===== src/rtl/discriminant_sqrt_feeder.sv =====
// Discriminant feeder: D = b*b - c by shift-add, converted to unsigned 8.4 and
// handed to the SquareRoot stage; miss/hit/root returned on a valid/ready port.
module discriminant_sqrt_feeder #(
   parameter int B_W     = 12,
   parameter int C_W     = 24,
   parameter int A_W     = 12,
   parameter int SQRT_W  = 16,
   parameter int TIMEOUT = 255
) (
   input  logic              clk,
   input  logic              rst_,
   input  logic              in_valid,
   output logic              in_ready,
   input  logic [B_W-1:0]    in_b,
   input  logic [C_W-1:0]    in_c,
   output logic              sqrt_start,
   output logic [A_W-1:0]    sqrt_A,
   input  logic              sqrt_busy,
   input  logic [SQRT_W-1:0] sqrt_Q,
   output logic              out_valid,
   input  logic              out_ready,
   output logic              out_hit,
   output logic [SQRT_W-1:0] out_sqrt,
   output logic              out_err
);

   localparam int D_W   = C_W + 1;
   localparam int CNT_W = $clog2(B_W);
   localparam int TMR_W = $clog2(TIMEOUT + 1);

   typedef enum logic [2:0] {
      ST_IDLE   = 3'd0,
      ST_MULT   = 3'd1,
      ST_SUB    = 3'd2,
      ST_LAUNCH = 3'd3,
      ST_WAIT   = 3'd4,
      ST_RESULT = 3'd5
   } state_t;

   // Magnitude of a two's complement b; the most negative code maps to 2^(B_W-1).
   function automatic logic [B_W-1:0] abs_b(input logic [B_W-1:0] v);
      if (v[B_W-1]) begin
         return ~v + {{(B_W-1){1'b0}}, 1'b1};
      end else begin
         return v;
      end
   endfunction

   // Clamp the non-negative 8.4 magnitude to the SquareRoot operand range.
   function automatic logic [A_W-1:0] sat_fix(input logic [C_W-1:0] mag);
      if (|mag[C_W-1:A_W]) begin
         return {A_W{1'b1}};
      end else begin
         return mag[A_W-1:0];
      end
   endfunction

   state_t              state_r, state_s;
   logic [B_W-1:0]      b_abs_r, b_abs_s;
   logic [C_W-1:0]      mcand_r, mcand_s;
   logic [C_W-1:0]      c_r, c_s;
   logic [C_W-1:0]      acc_r, acc_s;
   logic [CNT_W-1:0]    cnt_r, cnt_s;
   logic [TMR_W-1:0]    timer_r, timer_s;
   logic                in_ready_r, in_ready_s;
   logic                sqrt_start_r, sqrt_start_s;
   logic [A_W-1:0]      sqrt_a_r, sqrt_a_s;
   logic                out_valid_r, out_valid_s;
   logic                out_hit_r, out_hit_s;
   logic [SQRT_W-1:0]   out_sqrt_r, out_sqrt_s;
   logic                out_err_r, out_err_s;
   logic [D_W-1:0]      d_s;
   logic [D_W-1:0]      d_shr_s;
   logic [A_W-1:0]      d_fix_s;

   // State register.
   always_ff @(posedge clk or negedge rst_) begin
      if (!rst_) begin
         state_r <= ST_IDLE;
      end else begin
         state_r <= state_s;
      end
   end

   // Next-state and next-register values.
   always_comb begin
      state_s      = state_r;
      b_abs_s      = b_abs_r;
      mcand_s      = mcand_r;
      c_s          = c_r;
      acc_s        = acc_r;
      cnt_s        = cnt_r;
      timer_s      = timer_r;
      sqrt_start_s = sqrt_start_r;
      sqrt_a_s     = sqrt_a_r;
      out_valid_s  = out_valid_r;
      out_hit_s    = out_hit_r;
      out_sqrt_s   = out_sqrt_r;
      out_err_s    = out_err_r;
      d_s          = {1'b0, acc_r} - {c_r[C_W-1], c_r};
      d_shr_s      = $signed(d_s) >>> 3'd4;
      d_fix_s      = sat_fix(d_shr_s[C_W-1:0]);

      case (state_r)
         ST_IDLE: begin
            if (in_valid) begin
               b_abs_s = abs_b(in_b);
               mcand_s = C_W'(abs_b(in_b));
               c_s     = in_c;
               acc_s   = '0;
               cnt_s   = '0;
               state_s = ST_MULT;
            end else begin
               state_s = ST_IDLE;
            end
         end
         ST_MULT: begin
            // Multiplier shifts right, multiplicand left: one partial product per cycle.
            if (b_abs_r[0]) begin
               acc_s = acc_r + mcand_r;
            end else begin
               acc_s = acc_r;
            end
            b_abs_s = b_abs_r >> 1;
            mcand_s = mcand_r << 1;
            cnt_s   = cnt_r + {{(CNT_W-1){1'b0}}, 1'b1};
            if (cnt_r == CNT_W'(B_W - 1)) begin
               state_s = ST_SUB;
            end else begin
               state_s = ST_MULT;
            end
         end
         ST_SUB: begin
            out_sqrt_s = '0;
            out_err_s  = 1'b0;
            if (d_shr_s[D_W-1]) begin
               out_hit_s   = 1'b0;
               out_valid_s = 1'b1;
               state_s     = ST_RESULT;
            end else begin
               out_hit_s = 1'b1;
               // SquareRoot cannot normalise a zero operand, so answer directly.
               if (d_fix_s == '0) begin
                  out_valid_s = 1'b1;
                  state_s     = ST_RESULT;
               end else begin
                  sqrt_a_s     = d_fix_s;
                  sqrt_start_s = 1'b1;
                  timer_s      = '0;
                  state_s      = ST_LAUNCH;
               end
            end
         end
         ST_LAUNCH: begin
            if (sqrt_busy) begin
               sqrt_start_s = 1'b0;
               timer_s      = timer_r + {{(TMR_W-1){1'b0}}, 1'b1};
               state_s      = ST_WAIT;
            end else if (timer_r == TMR_W'(TIMEOUT)) begin
               sqrt_start_s = 1'b0;
               out_err_s    = 1'b1;
               out_hit_s    = 1'b0;
               out_sqrt_s   = '0;
               out_valid_s  = 1'b1;
               state_s      = ST_RESULT;
            end else begin
               timer_s = timer_r + {{(TMR_W-1){1'b0}}, 1'b1};
               state_s = ST_LAUNCH;
            end
         end
         ST_WAIT: begin
            // The root is only valid in the cycle busy falls.
            if (!sqrt_busy) begin
               out_sqrt_s  = sqrt_Q;
               out_valid_s = 1'b1;
               state_s     = ST_RESULT;
            end else if (timer_r == TMR_W'(TIMEOUT)) begin
               out_err_s   = 1'b1;
               out_hit_s   = 1'b0;
               out_sqrt_s  = '0;
               out_valid_s = 1'b1;
               state_s     = ST_RESULT;
            end else begin
               timer_s = timer_r + {{(TMR_W-1){1'b0}}, 1'b1};
               state_s = ST_WAIT;
            end
         end
         ST_RESULT: begin
            if (out_ready) begin
               out_valid_s = 1'b0;
               out_err_s   = 1'b0;
               state_s     = ST_IDLE;
            end else begin
               state_s = ST_RESULT;
            end
         end
         default: begin
            state_s      = ST_IDLE;
            sqrt_start_s = 1'b0;
            out_valid_s  = 1'b0;
         end
      endcase

      in_ready_s = (state_s == ST_IDLE);
   end

   // Datapath and registered outputs.
   always_ff @(posedge clk or negedge rst_) begin
      if (!rst_) begin
         b_abs_r      <= '0;
         mcand_r      <= '0;
         c_r          <= '0;
         acc_r        <= '0;
         cnt_r        <= '0;
         timer_r      <= '0;
         in_ready_r   <= 1'b1;
         sqrt_start_r <= 1'b0;
         sqrt_a_r     <= '0;
         out_valid_r  <= 1'b0;
         out_hit_r    <= 1'b0;
         out_sqrt_r   <= '0;
         out_err_r    <= 1'b0;
      end else begin
         b_abs_r      <= b_abs_s;
         mcand_r      <= mcand_s;
         c_r          <= c_s;
         acc_r        <= acc_s;
         cnt_r        <= cnt_s;
         timer_r      <= timer_s;
         in_ready_r   <= in_ready_s;
         sqrt_start_r <= sqrt_start_s;
         sqrt_a_r     <= sqrt_a_s;
         out_valid_r  <= out_valid_s;
         out_hit_r    <= out_hit_s;
         out_sqrt_r   <= out_sqrt_s;
         out_err_r    <= out_err_s;
      end
   end

   assign in_ready   = in_ready_r;
   assign sqrt_start = sqrt_start_r;
   assign sqrt_A     = sqrt_a_r;
   assign out_valid  = out_valid_r;
   assign out_hit    = out_hit_r;
   assign out_sqrt   = out_sqrt_r;
   assign out_err    = out_err_r;

endmodule


===== config.mk =====
export PLATFORM = sky130hd
export DESIGN_NAME = discriminant_sqrt_feeder
export DESIGN_NICKNAME = d
export VERILOG_FILES = /design/src/rtl/discriminant_sqrt_feeder.sv
export SDC_FILE = /design/constraint.sdc
export NUM_CORES = 1
export LEC_CHECK = 0
export ABC_AREA = 1
export BUFFER_PORTS_ARGS = -buffer_cell sky130_fd_sc_hd__clkbuf_2
export CELL_PAD_IN_SITES_DETAIL_PLACEMENT = 1
export CELL_PAD_IN_SITES_GLOBAL_PLACEMENT = 2
export CORE_ASPECT_RATIO = 1.25
export CORE_MARGIN = 1.5
export CORE_UTILIZATION = 35
export DETAILED_ROUTE_END_ITERATION = 7
export PLACE_DENSITY = 0.89
export RECOVER_POWER = 25
export REMOVE_ABC_BUFFERS = 1
export SLEW_MARGIN = 20
export SYNTH_ARGS = -nofsm -noshare
export SYNTH_HDL_FRONTEND = slang
export SYNTH_SLANG_ARGS = --single-unit

===== constraint.sdc =====
create_clock -name clk -period 7.1 [get_ports clk]
set_input_delay 1.42 -clock clk [delete_from_list [all_inputs] [get_ports clk]]
set_output_delay 1.42 -clock clk [all_outputs]
set_load 0.01 [all_outputs]

==> impl_metrics.env <==
export IMPL_clk_latency_ns=0.43
export IMPL_wl_per_cell_um=15.8
export IMPL_power_frac_clock_pct=19.1
export IMPL_vias_per_cell=5.03
export IMPL_synth_simple_gate_area_share_pct=24.6
export IMPL_syn_avg_cell_area_um2=7.36
export IMPL_crit_buf_inv=4
export IMPL_diodes=0
export IMPL_drc_errors=0
export IMPL_floorplan_die_width_um=143
export IMPL_async_flop_share_pct=100
export IMPL_grt_pass1_vias=8439
export IMPL_numPlacedInstances=1557
export IMPL_tightest_slew_ns=3.21
export IMPL_syn_inst=1161
export IMPL_yosysWarnings=0
export IMPL_power_switching_w=0.00249
export IMPL_hp_class="reg2reg"
export IMPL_synth_compound_area_share_pct=18.0
export IMPL_routed_wl_um=25100
export IMPL_synth_mux_area_share_pct=0
export IMPL_die_height_um=178
export IMPL_grt_antenna_before_repair=0
export IMPL_seq_power_share_pct=24.3
export IMPL_drtAntennaViolNets=0
export IMPL_drive_above_1_share_pct=11.7
export IMPL_worstPathCellList="clkbuf_2 > nand3_1 > clkinv_1 > clkbuf_1 > nor2_2 > clkinv_1 > o211ai_1 > o221ai_1"
export IMPL_leakagePower_nw=5.17
export IMPL_fmax_ghz=0.218
export IMPL_final_setup_tns_ns=0
export IMPL_clock_tree_buffer_depth=2
export IMPL_grt_max_degree=74
export IMPL_vias=7990
export IMPL_p_per_area_mw_per_mm2=515
export IMPL_crit_fanout=53
export IMPL_slew_headroom_pct=-114
export IMPL_io_buffers=89
export IMPL_synthXorXnorAreaFrac_pct=1.44
export IMPL_synth_top_cell_area_share_pct=38.4
export IMPL_period_minus_slack_ns=4.59
export IMPL_gr_max_usage_layer="met2"
export IMPL_fin_cells=1589
export IMPL_grt_util_met1_pct=25.5
export IMPL_fp_dieArea_mm2=0.0254
export IMPL_grt_ovfl_total=0
export IMPL_start_util_pct=35.8
export IMPL_p_int_w=0.00265
export IMPL_clock_skew_ns=0.0129
export IMPL_synth_seq_area_share_pct=38.7
export IMPL_worst_path_most_repeated_cell="clkinv_1"
export IMPL_areaGrowthSynthToFinish_pct=16.8
export IMPL_syn_area_mm2=0.00854
export IMPL_path_class="in2reg"
export IMPL_grt_usage_pct=21.1
export IMPL_grt_util_met3_pct=2.46
export IMPL_critical_path_top_delay_family="buffers and inverters"
export IMPL_drv_slew=115
export IMPL_clockRootBuffer="clkbuf_16"
export IMPL_swShare_pct=48.4
export IMPL_ir_drop_v=0.000208
export IMPL_htree_levels=4
export IMPL_synth_top_cells_by_area="dfrtp_1, nand2_1, inv_1"
export IMPL_synth_seq_cells=132
export IMPL_core_area_mm2=0.0239
export IMPL_violations="capacitance limit, slew limit"
export IMPL_ys_types=48
export IMPL_post_cts_buffers=0
export IMPL_period_share_pct=64.7
export IMPL_p_comb_share_pct=56.6
export IMPL_grt_pass1_wl_um=41900
export IMPL_drtPass1Iterations=4
export IMPL_hold_viol=0
export IMPL_ios=90
export IMPL_nets=1361
export IMPL_outcome="finished with violations"
export IMPL_worst_setup_path_end_kind="flop"
export IMPL_synth_edf_count=0
export IMPL_max_cap_violations=2
export IMPL_synth_top_family_by_area="simple AND/OR/NAND/NOR gates"
export IMPL_cp_start_kind="input port"
export IMPL_use_met2_pct=38.1
export IMPL_hpwl_um=19300
export IMPL_crit_required_ns=7.36
export IMPL_cts_tree="built"
export IMPL_cts_hold_buf=0
export IMPL_first_iter_violations=304
export IMPL_setup_viol=0
export IMPL_critPathArrivalTime_ns=4.85
export IMPL_cts_sinks=132
export IMPL_clkSlewWorstSetupHoldPaths_ns=0.06
export IMPL_synth_ff_type="dfrtp_1"
export IMPL_yosysTopAreaCell="dfrtp_1"
export IMPL_core_rowCount=63
export IMPL_slowest_stage="clkinv_1"
export IMPL_gp_congestion=0.841
export IMPL_numCtsBuffers=17
export IMPL_synthAdderAreaFrac_pct=7.85
export IMPL_rsz0062_at_grt="no"
export IMPL_slowest_delay_ns=0.84
export IMPL_cts_resized=0
export IMPL_whs_ns=0.478
==> flip-flops by register name, summed over array words and instances (netlist names), 3 cells and up <==
register and count:
acc_r 24, b_abs_r 12, c_r 24, cnt_r 4, mcand_r 24, out_sqrt 16
sqrt_A 12, state_r 3, timer_r 8
==> per-stage QoR <==
stage                     cell area (µm²)  power [W]  util, %  worst slack (ns)
final                                9980    0.00513     41.8              2.51
after global routing                 9980    0.00566     41.8              2.00
after CTS                           10000    0.00519     41.9              3.34
after detailed placement             9350    0.00416     39.1              2.90
after global placement               9340    0.00407     39.1              2.99
after floorplan                      8440    0.00330        -              3.09
==> path summary, 6_finish.rpt <==
kind                            start  slack, ns          end  cells past startpoint
setup / recovery             in_valid       2.51   b_abs_r[9]                      8
hold / removal             sqrt_A[10]       0.48   sqrt_A[10]                      1
setup reg to reg           state_r[2]       2.95   b_abs_r[9]                      8
hold reg to reg            sqrt_A[10]       0.48   sqrt_A[10]                      1
max in group asynchronous        rst_       2.78  mcand_r[12]                      2
min in group asynchronous        rst_       2.03   timer_r[5]                      1
==> per-layer routing <==
| metal | part of all wire [%] | vias to the layer above | routed length, µm |
|---|---|---|---|
| met5 | 0 | - | 0 |
| met1 | 43 | 3845 | 10800 |
| li1 | - | 4007 | - |
| met3 | 2.5 | 30 | 632 |
| met2 | 52 | 108 | 13100 |
| met4 | 2.1 | 0 | 536 |
==> synth_stat cells (all sizes together) (10+ instances only) <==
| cell | count |
|---|---|
| nand2 | 309 |
| inv | 183 |
| dfrtp | 131 |
| o21ai | 101 |
| nor2 | 99 |
| a21oi | 69 |
| ha | 52 |
| nand3 | 45 |
| a22o | 18 |
| clkbuf | 18 |
| o221ai | 18 |
| nor3 | 17 |
| nand4 | 14 |
| o22ai | 11 |
| o211ai | 10 |
==> area by class of cell <==
cell class / instances / area [µm²]
well taps: 325 / 407
inverters: 188 / 706
clock inverters: 10 / 170
multi-input cells: 819 / 4450
clock buffers: 22 / 484
fillers: 3036 / 13900
flip-flops and latches: 132 / 3300
repair buffers: 93 / 458
==> cell usage in the layout, fill, tap and decap left out, types with 5 or more instances in the layout <==
cell,instances
a21o_1,6
a21oi_1,69
a22o_1,18
clkbuf_1,13
clkbuf_16,17
clkbuf_2,78
clkinv_1,5
dfrtp_1,131
ha_1,52
inv_1,178
inv_2,5
nand2_1,297
nand2_2,10
nand3_1,44
nand4_1,13
nor2_1,93
nor2_2,5
nor3_1,15
o211ai_1,10
o21ai_0,91
o21ai_1,8
o221ai_1,18
o22ai_1,11
xnor2_1,5
xor2_1,9
==> cells by family (layout without fill, tap and decap cells) <==
kind of cell | Yosys count | in the layout
and+or+nand+nor | 496 | 496
xor gates and xnor gates | 14 | 14
AOI/OAI and AO/OA | 256 | 256
adders and majority gates | 53 | 53
DFF | 132 | 132
buffers and inverters | 210 | 313
==> power groups by stage <==
stage                     sequential, W  combinational (W)  clock (W)
after floorplan                 0.00122            0.00207          0
after global placement          0.00125            0.00283          0
after detailed placement        0.00126            0.00290          0
after CTS                       0.00125            0.00295    0.00100
after global routing            0.00128            0.00335    0.00103
final                           0.00125            0.00291   0.000980
No activity file was read; power rests on OpenSTA's default activity.
